**config.mk**
```make
export PLATFORM = sky130hd
export DESIGN_NAME = uart_rx
export DESIGN_NICKNAME = d
export VERILOG_FILES = /design/src/rtl/uart_pkg.sv /design/src/rtl/uart_rx_sync.sv /design/src/rtl/uart_rx.sv
export SDC_FILE = /design/constraint.sdc
export NUM_CORES = 1
export LEC_CHECK = 0
export CORE_MARGIN = 2
export CORE_UTILIZATION = 47
export CTS_BUF_LIST = sky130_fd_sc_hd__clkbuf_16
export DETAILED_ROUTE_END_ITERATION = 10
export MAX_ROUTING_LAYER = met4
export PLACE_DENSITY = 0.72
export SLEW_MARGIN = 40
export SYNTH_ARGS = -nofsm -noshare
export SYNTH_HDL_FRONTEND = slang
export SYNTH_SLANG_ARGS = --single-unit
```
**constraint.sdc**
```tcl
create_clock -name CLK -period 1.65 [get_ports CLK]
set_clock_uncertainty 0.1 [all_clocks]
set_input_delay 0.33 -clock CLK [delete_from_list [all_inputs] [get_ports CLK]]
set_output_delay 0.33 -clock CLK [all_outputs]
set_load 0.02 [all_outputs]
```
**src/rtl/uart_pkg.sv**
```systemverilog
// Shared UART definitions: state encoding used by both uart_tx and uart_rx,
// plus the default frame geometry.
package uart_pkg;

    typedef enum logic [1:0] {
        ST_IDLE  = 2'd0,
        ST_START = 2'd1,
        ST_DATA  = 2'd2,
        ST_STOP  = 2'd3
    } uart_state_t;

    localparam int DEF_DATAWIDTH    = 8;
    localparam int DEF_CLKS_PER_BIT = 16;

endpackage

```
**src/rtl/uart_rx_sync.sv**
```systemverilog
// Two-flop synchronizer with a trailing edge-detect flop; all flops reset to 1
// so an idle-high line produces no spurious edge when reset is released.
module uart_rx_sync (
    input  logic CLK,
    input  logic RST_N,
    input  logic ASYNC_IN,
    output logic SYNC,
    output logic SYNC_D
);

    logic meta;

    always_ff @(posedge CLK or negedge RST_N) begin
        if (!RST_N) begin
            meta   <= 1'b1;
            SYNC   <= 1'b1;
            SYNC_D <= 1'b1;
        end else begin
            meta   <= ASYNC_IN;
            SYNC   <= meta;
            SYNC_D <= SYNC;
        end
    end

endmodule

```
**src/rtl/uart_rx.sv**
```systemverilog
// UART receiver: centre-sampled 8N1-style frames, DATARDY/READ handoff to the
// consumer with frame-error pulse and sticky overrun flag.
module uart_rx
    import uart_pkg::*;
#(
    parameter int DATAWIDTH    = DEF_DATAWIDTH,
    parameter int CLKS_PER_BIT = DEF_CLKS_PER_BIT
) (
    input  logic                 CLK,
    input  logic                 RST_N,
    input  logic                 EN,
    input  logic                 RX,
    output logic [DATAWIDTH-1:0] DATA,
    output logic                 DATARDY,
    input  logic                 READ,
    output logic                 FRAME_ERR,
    output logic                 OVERRUN
);

    localparam int CW = $clog2(CLKS_PER_BIT);
    localparam int IW = $clog2(DATAWIDTH + 1);
    localparam logic [CW-1:0] HALF_LAST = CW'(CLKS_PER_BIT / 2 - 1);
    localparam logic [CW-1:0] BIT_LAST  = CW'(CLKS_PER_BIT - 1);
    localparam logic [IW-1:0] IDX_LAST  = IW'(DATAWIDTH - 1);

    uart_state_t          state, state_nxt;
    logic                 rx_s, rx_d;
    logic [CW-1:0]        cnt;
    logic [IW-1:0]        idx;
    logic [DATAWIDTH-1:0] shreg;
    logic                 half_done, bit_done;
    logic                 cnt_inc, idx_inc, idx_clr, shift_en, word_ok, word_bad;

    uart_rx_sync u_sync (
        .CLK      (CLK),
        .RST_N    (RST_N),
        .ASYNC_IN (RX),
        .SYNC     (rx_s),
        .SYNC_D   (rx_d)
    );

    assign half_done = (cnt == HALF_LAST);
    assign bit_done  = (cnt == BIT_LAST);

    always_ff @(posedge CLK or negedge RST_N) begin
        if (!RST_N) state <= ST_IDLE;
        else        state <= state_nxt;
    end

    // Only a genuine high-to-low transition starts a frame, never a line that is already low.
    always_comb begin
        state_nxt = state;
        case (state)
            ST_IDLE:  if (EN && rx_d && !rx_s)        state_nxt = ST_START;
            ST_START: if (half_done)                  state_nxt = rx_s ? ST_IDLE : ST_DATA;
            ST_DATA:  if (bit_done && idx == IDX_LAST) state_nxt = ST_STOP;
            ST_STOP:  if (bit_done)                   state_nxt = ST_IDLE;
            default:                                  state_nxt = ST_IDLE;
        endcase
    end

    always_comb begin
        cnt_inc  = 1'b0;
        idx_inc  = 1'b0;
        idx_clr  = 1'b1;
        shift_en = 1'b0;
        word_ok  = 1'b0;
        word_bad = 1'b0;
        case (state)
            ST_START: cnt_inc = !half_done;
            ST_DATA: begin
                idx_clr  = 1'b0;
                cnt_inc  = !bit_done;
                shift_en = bit_done;
                idx_inc  = bit_done;
            end
            ST_STOP: begin
                cnt_inc  = !bit_done;
                word_ok  = bit_done && rx_s;
                word_bad = bit_done && !rx_s;
            end
            default: ;
        endcase
    end

    // Counters reload to zero on every state change instead of wrapping.
    always_ff @(posedge CLK or negedge RST_N) begin
        if (!RST_N) begin
            cnt <= '0;
            idx <= '0;
        end else begin
            cnt <= cnt_inc ? cnt + CW'(1) : '0;
            if (idx_clr)      idx <= '0;
            else if (idx_inc) idx <= idx + IW'(1);
        end
    end

    always_ff @(posedge CLK) begin
        if (shift_en) shreg <= DATAWIDTH'({rx_s, shreg} >> 1);
    end

    always_ff @(posedge CLK or negedge RST_N) begin
        if (!RST_N) begin
            DATA      <= '0;
            DATARDY   <= 1'b0;
            FRAME_ERR <= 1'b0;
            OVERRUN   <= 1'b0;
        end else begin
            FRAME_ERR <= word_bad;
            if (word_ok) begin
                DATA    <= shreg;
                DATARDY <= 1'b1;
                OVERRUN <= DATARDY && !READ;
            end else if (READ && DATARDY) begin
                DATARDY <= 1'b0;
                OVERRUN <= 1'b0;
            end
        end
    end

endmodule
```
==> results of run 1 <==
[metal layers]
layer,up-vias,share of wire,GRT usage
li1,364,-,-
met1,373,0.42,0.187
met2,17,0.50,0.245
met3,4,0.055,0.0539
met4,0,0.020,0.105
met5,-,0,-
[worst max-delay path: stages, from the launching register on]
cell     delay, ns
dfrtp_1       0.37
ha_1          0.19
nand3_2       0.13
nor2_2        0.18
buf_12        0.13
mux2_2        0.33
[power breakdown]
part	switching [W]	leakage [nW]	internal (W)	total (W)
combinational	0.000168	0.307	0.000172	0.000340
sequential	0.0000885	0.387	0.000893	0.000982
clock	0.000300	0.0762	0.000542	0.000842
[final cells by class]
class	instances	area [µm²]	share of cell area
well taps	30	37.5	0.0234
flip-flops and latches	32	845	0.526
clock buffers	5	125	0.0779
repair buffers	22	209	0.130
clock inverters	3	12.5	0.00779
inverters	3	11.3	0.00701
multi-input cells	51	365	0.228
[synthesized netlist by cell type, drive strengths merged (2+ instances only)]
| master | count |
|---|---|
| dfrtp | 21 |
| nor2 | 10 |
| edfxtp | 8 |
| mux2 | 8 |
| nand3 | 5 |
| nand2 | 4 |
| dfstp | 3 |
| inv | 3 |
| nor3 | 3 |
| xor2 | 3 |
| buf | 2 |
| ha | 2 |
| xnor2 | 2 |
[cell usage in the layout (no fill, tap or decap)]
master and count:
o21ai_0 1, o311a_2 1, nand3_2 1, o22a_1 1, o21bai_1 1, nor2_1 8
buf_12 1, nand3b_1 1, a22oi_1 1, xor2_1 3, clkbuf_16 5, nor2b_1 1
ha_1 2, dlygate4sd2_1 9, nand4_1 1, nor2_2 2, inv_1 5, nand2b_1 1
nor3_1 3, edfxtp_1 8, or3_1 1, dlymetal6s2s_1 2, o32a_1 1, clkinv_2 1
buf_4 6, clkdlybuf4s50_1 4, dfrtp_1 21, xnor2_1 2, mux2i_1 1, nand2_1 4
a21oi_1 1, o22ai_1 1, nand3_1 4, dfstp_2 3, mux2_2 8
[final timing paths]
check                                        end  depth (start not counted)
setup / recovery             DATA[1]$_DFFE_PN0P_                          5
hold / removal             u_sync.SYNC$_DFF_PN1_                          0
setup reg to reg             DATA[1]$_DFFE_PN0P_                          5
hold reg to reg            u_sync.SYNC$_DFF_PN1_                          0
max in group asynchronous  u_sync.SYNC$_DFF_PN1_                          2
min in group asynchronous    DATA[3]$_DFFE_PN0P_                          2
[flip-flops by register name, summed over array words and instances (netlist names), named ones only]
name           cells
DATA               8
idx                4
state              1
u_sync.SYNC        1
FRAME_ERR          1
cnt                4
OVERRUN            1
shreg              8
DATARDY            1
u_sync.meta        1
u_sync.SYNC_D      1
[logic make-up (layout without fill, tap and decap cells)]
| group | count (synthesis) | after routing | synth area share |
|---|---|---|---|
| mux | 9 | 9 | 0.0809 |
| compound gates | 8 | 8 | 0.0495 |
| fa+ha+maj | 2 | 2 | 0.0202 |
| xor+xnor | 5 | 5 | 0.0354 |
| simple gates | 27 | 27 | 0.107 |
| buf+inv | 5 | 33 | 0.0243 |
| flops | 32 | 32 | 0.683 |
[through the flow]
step           hold WS, ns  cells
3_5_place_dp         0.247    138
4_1_cts              0.258    146
2_1_floorplan      -0.0656     88
6_report             0.255    146
5_1_grt              0.259    146
3_3_place_gp         0.246    138
==> flow_metrics.py, run 1 <==
metrics = {
    "pwr": {
        "leakage_nw": 0.770,
        "power.density_mw_per_mm2": 1350,
        "ir_drop_mv": 0.910,
        "p_total_w": 0.00216,
    },
    "synth": {
        "yosysSeqAreaShare": 0.683,
        "synth_nets": 95,
        "synth.area.top_cells": "dfrtp_1 42%, edfxtp_1 19%, mux2_2 7.3%",
        "async_reset_ff_frac": 0.750,
        "syn_area_mm2": 0.00124,
        "synth_area_per_cell_um2": 14.1,
        "synth_cell_type_count": 30,
        "ys.flop_type": "dfrtp_1",
        "ys_ff_latch": 32,
        "synth_top_area_share": 0.425,
        "syn_inst": 88,
        "yosysWarnings": 0,
        "synth_area_leader_cell": "dfrtp_1",
        "synth_edf_count": 8,
    },
    "detailed_routing": {
        "wirelength_um": 2040,
        "vias_per_cell": 5.19,
        "drtIter0Drc": 8,
        "drt-pass1-iter-count": 4,
        "drc": 0,
        "drtAntennaViolNets": 0,
        "vias": 758,
        "avgRoutedWirePerCell_um": 14.0,
    },
    "critical_path": {
        "cp.arrival_ns": 1.61,
        "worst-r2r-setup-slack_ns": 0.09,
        "worstSetupEndpointType": "flop",
        "path_max_fanout": 8,
        "start_kind": "flop",
        "timing.rr.start": "cnt[0]$_DFF_PN0_",
        "startpoint": "cnt[0]$_DFF_PN0_",
        "path_class": "reg -> reg",
        "crit_required_ns": 1.70,
    },
    "cts": {
        "cts.hold.buffers_added": 0,
        "cts_resized": 9,
        "ctsHtreeMaxLevel": 2,
        "clk_path_buf_depth": 2,
        "clkSinkCount": 32,
        "clkTransAtPathRegs_ns": 0.05,
        "clk_latency_ns": 0.27,
        "postCtsSetupBuffers": 0,
        "tritoncts": "done",
        "cts_buffers": 5,
        "cts_root_buffer": "clkbuf_16",
    },
    "layout": {
        "stdcell_area_mm2": 0.00161,
        "fin_nets": 122,
        "fill_cells": 199,
        "fin_util": 0.648,
        "n_antenna_cell": 0,
        "drive_gt1_frac": 0.241,
        "area_delta_synth_final_pct": 29.7,
    },
    "timing": {
        "timing.final.crit_period_ns": 1.56,
        "slew_headroom": 0.714,
        "setup_viol": 0,
        "worst_pin_slew_ns": 0.428,
        "finalSetupTns_ns": 0,
        "rsz0062_at_grt": "no",
        "hold_viol": 0,
        "layout_setup_ws_ns": 0.0946,
        "min_period_over_period": 0.943,
        "finalMaxSlewViolations": 0,
        "fmax_mhz": 643,
    },
    "placement": {
        "pre_cts_slack_ns": 0.0758,
        "dp_hpwl_um": 1390,
        "gp_congestion": 0.784,
        "place_area_mm2": 0.00147,
        "port_buffers": 15,
    },
    "die": {
        "dieArea_mm2": 0.00306,
        "die_y_um": 55.3,
        "die_width_um": 55.3,
        "start_util": 0.499,
        "rows": 18,
        "ios": 16,
        "coreArea_mm2": 0.00248,
    },
    "run": {
        "cap_violations": 0,
    },
    "worst_hold_path": {
        "hold_start": "u_sync.meta$_DFF_PN1_",
        "hp-class": "reg -> reg",
    },
    "global_route": {
        "grt_pass1_vias": 799,
        "grt_start_max_net_pins": 25,
        "grt.overflow.total": 0,
        "grt_antenna_before_repair": 0,
        "grt_util_all_layers": 0.163,
        "grt_pass1_wl_um": 3620,
    },
    "status": {
        "outcome": "completed",
    },
}
Note: power is estimated with default switching activity, not from simulation.
==> run 2: changes to the inputs <==
Settings changed: CORE_MARGIN 2 to unset.
==> run 2 against run 1 <==
Clock power fell by 2%. Non-clock buffer count stayed put. Core utilization rose by 0.30 points. Final area up 0.47%. Maximum frequency rose by 0.66%. Routed wire length up 1.5%. Flip-flop and latch count unchanged. First-iteration DRC count fell by 50%. Final cell count stayed put. Clock-buffer cell count did not move. Largest cell class unchanged.
==> flow_metrics.py, run 2 (synthesis gave the netlist of run 1 again) <==
metrics = {
    "status": {
        "outcome": "completed",
    },
    "timing": {
        "min_period_over_period": 0.936,
        "fmax_mhz": 647,
        "finalSetupTns_ns": 0,
        "slew_headroom": 0.733,
        "whs_ns": 0.254,
        "layout_setup_ws_ns": 0.105,
        "setup_viol": 0,
        "hold_viol": 0,
        "timing.final.crit_period_ns": 1.55,
        "rsz0062_at_grt": "no",
        "worst_pin_slew_ns": 0.400,
        "finalMaxSlewViolations": 0,
    },
    "detailed_routing": {
        "drtAntennaViolNets": 0,
        "drtIter0Drc": 4,
        "avgRoutedWirePerCell_um": 14.2,
        "vias": 757,
        "drt-pass1-iter-count": 2,
        "wl_met1_um": 921,
        "highest_layer": "met4",
        "wl_met2_um": 1010,
        "drc": 0,
        "vias_per_cell": 5.18,
        "wirelength_um": 2070,
        "wl_met3_um": 102,
    },
    "die": {
        "die_width_um": 53.3,
        "start_util": 0.499,
        "ios": 16,
        "die_y_um": 53.3,
        "dieArea_mm2": 0.00284,
        "coreArea_mm2": 0.00248,
        "rows": 18,
    },
    "layout": {
        "fill_cells": 190,
        "stdcell_area_mm2": 0.00161,
        "largestRegisters": "DATA: 8 flops, shreg: 8 flops",
        "drive_gt1_frac": 0.241,
        "n_antenna_cell": 0,
        "final-seq-area_um2": 845,
        "fin_nets": 122,
        "mostFrequentLayoutCells": "21 x dfrtp_1, 8 x nor2_1, 8 x mux2_2, 8 x edfxtp_1, 7 x dlygate4sd2_1",
        "mostFrequentLayoutCell": "dfrtp_1",
        "area_delta_synth_final_pct": 30.3,
        "fin_util": 0.651,
        "multi_input_area_um2": 365,
    },
    "critical_path": {
        "crit_required_ns": 1.70,
        "timing.rr.start": "cnt[0]$_DFF_PN0_",
        "path_class": "reg -> reg",
        "start_kind": "flop",
        "critPathMaxStageDelay_ns": 0.36,
        "path_cells": "ha_1, nand3_2, nor2_2, buf_12, mux2_2",
        "cp.arrival_ns": 1.60,
        "worstSetupEndpointType": "flop",
        "startpoint": "cnt[0]$_DFF_PN0_",
        "slowest_stage": "dfrtp_1",
        "path_max_fanout": 8,
    },
    "worst_hold_path": {
        "hp-class": "reg -> reg",
        "hold_start": "u_sync.meta$_DFF_PN1_",
    },
    "cts": {
        "cts_root_buffer": "clkbuf_16",
        "tritoncts": "done",
        "clk_path_buf_depth": 2,
        "clkSinkCount": 32,
        "clk_latency_ns": 0.27,
        "cts_buffers": 5,
        "clkTransAtPathRegs_ns": 0.05,
        "ctsHtreeMaxLevel": 2,
    },
    "global_route": {
        "grt_antenna_before_repair": 0,
        "grt_pass1_vias": 700,
        "grt_util_all_layers": 0.180,
        "grt.overflow.total": 0,
        "grt_pass1_wl_um": 3240,
        "grt_start_max_net_pins": 25,
    },
    "pwr": {
        "clkPwrFrac": 0.385,
        "p_sw_frac": 0.253,
        "power.density_mw_per_mm2": 1340,
        "pwr-share-comb": 0.164,
        "pwr-share-seq": 0.451,
        "leakage_nw": 0.798,
        "p_int_w": 0.00161,
        "p_sw_w": 0.000546,
        "ir_drop_mv": 1.08,
    },
    "run": {
        "cap_violations": 0,
    },
    "placement": {
        "gp_congestion": 0.811,
        "dp_hpwl_um": 1470,
        "pre_cts_slack_ns": 0.0912,
        "place_area_mm2": 0.00147,
        "port_buffers": 15,
    },
}
==> run 2: cell types whose count changed in the layout (fill, tap and decap cells not counted), sizes merged <==
cell / before / now
dlygate4sd2: 9 / 7
dlymetal6s2s: 2 / 4
==> run 2: path summary, 6_finish.rpt <==
check / depth (start not counted) / to / slack [ns]
worst min-delay path: 0 / u_sync.SYNC$_DFF_PN1_ / 0.25
max in group asynchronous: 2 / u_sync.meta$_DFF_PN1_ / 0.83
min in group asynchronous: 2 / DATA[7]$_DFFE_PN0P_ / 0.33
worst max register to register: 5 / DATA[7]$_DFFE_PN0P_ / 0.10
worst max-delay path: 5 / DATA[7]$_DFFE_PN0P_ / 0.10
worst min register to register: 0 / u_sync.SYNC$_DFF_PN1_ / 0.25
==> run 2: power groups by stage <==
stage	clock [W]	combinational [W]	sequential [W]
2_1_floorplan	0	0.000245	0.000973
3_3_place_gp	0	0.000351	0.000978
3_5_place_dp	0	0.000363	0.000986
4_1_cts	0.000857	0.000360	0.000972
5_1_grt	0.000879	0.000399	0.000983
6_report	0.000829	0.000354	0.000973
==> run 2: layer usage <==
metal | vias to the layer above | GRT usage
li1 | 361 | -
met1 | 374 | 0.209
met2 | 17 | 0.271
met3 | 5 | 0.0690
met4 | 0 | 0.0921
met5 | - | -
==> run 2: final cells by class <==
type / instances / share of cell area
clock buffer: 5 / 0.0776
clock inverter: 3 / 0.00776
inverter: 3 / 0.00698
multi-input combinational: 51 / 0.227
sequential: 32 / 0.524
tap: 30 / 0.0233
timing repair buffer: 22 / 0.134
==> run 2: through the flow <==
stage,total power [W],cells
5_1_grt,0.00226,146
6_report,0.00216,146
2_1_floorplan,0.00122,88
4_1_cts,0.00219,146
3_5_place_dp,0.00135,138
3_3_place_gp,0.00133,138
==> run 2: timing repair <==
item / in CTS / in global routing
hold buffers: 0 / 0
resized for setup: 7 / 4
setup buffers: 0 / 0
setup endpoints to repair: 7 / 4
==> run 2: worst max-delay path, delay by kind of cell, from the launching register on <==
family                   cells  cell delay (ns)
flip-flops                   1             0.36
multiplexers                 1             0.33
AND/OR/NAND/NOR              2             0.31
adder cells (fa/ha/maj)      1             0.19
buffers and inverters        1             0.14
==> run 3: changes to the inputs <==
Settings changed: REMOVE_ABC_BUFFERS set to 1.
==> run 3 against run 2 <==
Sequential share of layout area decreased by 1.2 points. Setup slack got worse by 0.024 ns. First-iteration DRC count increased to 3.3 times the previous value. Non-clock buffer count increased by 1. Flip-flop and latch count unchanged. Combinational power increased by 7.9%. Worst hold slack improved by 0.0012 ns. Core utilization increased by 1.5 points. Routed wire length increased by 9.7%. Final cell count increased by 0.68%. Via count increased by 0.40%. Highest routed layer unchanged.
==> flow_metrics.py, run 3 (synthesis gave the netlist of run 1 again) <==
metrics = {
    "detailed_routing": {
        "drtIter0Drc": 13,
        "drc": 0,
        "avgRoutedWirePerCell_um": 15.4,
        "drt-pass1-iter-count": 4,
        "wirelength_um": 2270,
        "drtAntennaViolNets": 0,
        "vias_per_cell": 5.17,
        "vias": 760,
    },
    "critical_path": {
        "ff2ff_path_depth": 5,
        "crit_required_ns": 1.71,
        "path_class": "reg -> reg",
        "cp.arrival_ns": 1.63,
        "worstSetupEndpointType": "flop",
        "start_kind": "flop",
        "path_max_fanout": 8,
    },
    "die": {
        "rows": 18,
        "dieArea_mm2": 0.00284,
        "start_util": 0.499,
        "die_y_um": 53.3,
        "ios": 16,
        "coreArea_mm2": 0.00248,
        "die_width_um": 53.3,
    },
    "cts": {
        "clkSinkCount": 32,
        "ctsHtreeMaxLevel": 2,
        "clkTransAtPathRegs_ns": 0.05,
        "clk_latency_ns": 0.28,
        "clk_path_buf_depth": 2,
        "postCtsSetupBuffers": 0,
        "tritoncts": "done",
        "cts_buffers": 5,
        "cts_root_buffer": "clkbuf_16",
    },
    "timing": {
        "timing.final.crit_period_ns": 1.57,
        "rsz0062_at_grt": "no",
        "hold_viol": 0,
        "min_period_over_period": 0.951,
        "slew_headroom": 0.791,
        "finalMaxSlewViolations": 0,
        "worst_pin_slew_ns": 0.314,
        "setup_viol": 0,
        "fmax_mhz": 637,
        "finalSetupTns_ns": 0,
    },
    "layout": {
        "fin_cells": 147,
        "fill_cells": 187,
        "area_delta_synth_final_pct": 33.3,
        "mostFrequentLayoutCells": "21 x dfrtp_1, 9 x nor2_1, 8 x mux2_2, 8 x dlygate4sd2_1, 8 x edfxtp_1",
        "mostFrequentLayoutCell": "dfrtp_1",
        "drive_gt1_frac": 0.265,
        "n_antenna_cell": 0,
        "stdcell_area_mm2": 0.00165,
        "largestRegisters": "DATA: 8 flops, shreg: 8 flops",
        "fin_nets": 123,
    },
    "global_route": {
        "top_usage_layer": "met2",
        "grt_util_all_layers": 0.196,
        "grt_pass1_wl_um": 3480,
        "gr-usage-met3": 0.0862,
        "grt_pass1_vias": 726,
        "grt_start_max_net_pins": 25,
        "grt.overflow.total": 0,
        "grt_antenna_before_repair": 0,
        "gr-usage-met2": 0.263,
        "grtUsageMet1": 0.241,
    },
    "worst_hold_path": {
        "hold_path_depth": 0,
        "hp-class": "reg -> reg",
    },
    "placement": {
        "port_buffers": 15,
        "gp_congestion": 0.807,
        "dp_hpwl_um": 1400,
        "dp.cells": 139,
        "place_area_mm2": 0.00148,
    },
    "pwr": {
        "leakage_nw": 0.793,
        "power.density_mw_per_mm2": 1440,
        "ir_drop_mv": 1.27,
    },
    "status": {
        "outcome": "completed",
    },
    "run": {
        "cap_violations": 0,
    },
}
## run 3: worst paths after layout
check	from	endpoint	slack, ns
max in group asynchronous	RST_N	u_sync.SYNC$_DFF_PN1_	0.84
max	cnt[0]$_DFF_PN0_	DATA[0]$_DFFE_PN0P_	0.08
max reg2reg	cnt[0]$_DFF_PN0_	DATA[0]$_DFFE_PN0P_	0.08
min reg2reg	u_sync.meta$_DFF_PN1_	u_sync.SYNC$_DFF_PN1_	0.26
min	u_sync.meta$_DFF_PN1_	u_sync.SYNC$_DFF_PN1_	0.26
min in group asynchronous	RST_N	DATA[5]$_DFFE_PN0P_	0.32
## run 3: layer usage
layer	vias to the layer above	part of all wire
li1	365	-
met1	372	0.45
met2	17	0.47
met3	6	0.050
met4	0	0.024
met5	-	0
## run 3: metrics by stage
step | setup WS [ns] | utilization | total power, W | hold WS [ns]
finish | 0.0807 | 0.666 | 0.00238 | 0.255
global route | 0.0321 | 0.666 | 0.00249 | 0.263
CTS | 0.00333 | 0.661 | 0.00239 | 0.255
detailed placement | 0.133 | 0.597 | 0.00135 | 0.247
global placement | 0.165 | 0.597 | 0.00133 | 0.246
floorplan | -0.0498 | - | 0.00120 | -0.0656
## run 3: repair_timing
item / CTS / global route
resized for setup: 8 / 4
hold buffers: 0 / 0
endpoints found under the setup margin: 8 / 4
pin swaps: 0 / 0
## run 3: report_power, final
group	switching (W)	total, W	internal, W
combinational	0.000200	0.000382	0.000181
sequential	0.0000752	0.000968	0.000893
clock	0.000323	0.00103	0.000707
## run 3: worst max-delay path, stage by stage, from the launching register on
cell and delay (ns):
dfrtp_1 0.39, ha_1 0.22, nand3_2 0.10, nor2_2 0.17, buf_12 0.14, mux2_2 0.34
## run 3: cell type report
type / instances / area [µm²] / area share
repair buffers: 23 / 220 / 0.134
clock buffers: 5 / 125 / 0.0759
clock inverters: 3 / 42.5 / 0.0258
inverters: 3 / 11.3 / 0.00683
multi-input cells: 51 / 368 / 0.223
well taps: 30 / 37.5 / 0.0228
flip-flops and latches: 32 / 845 / 0.512
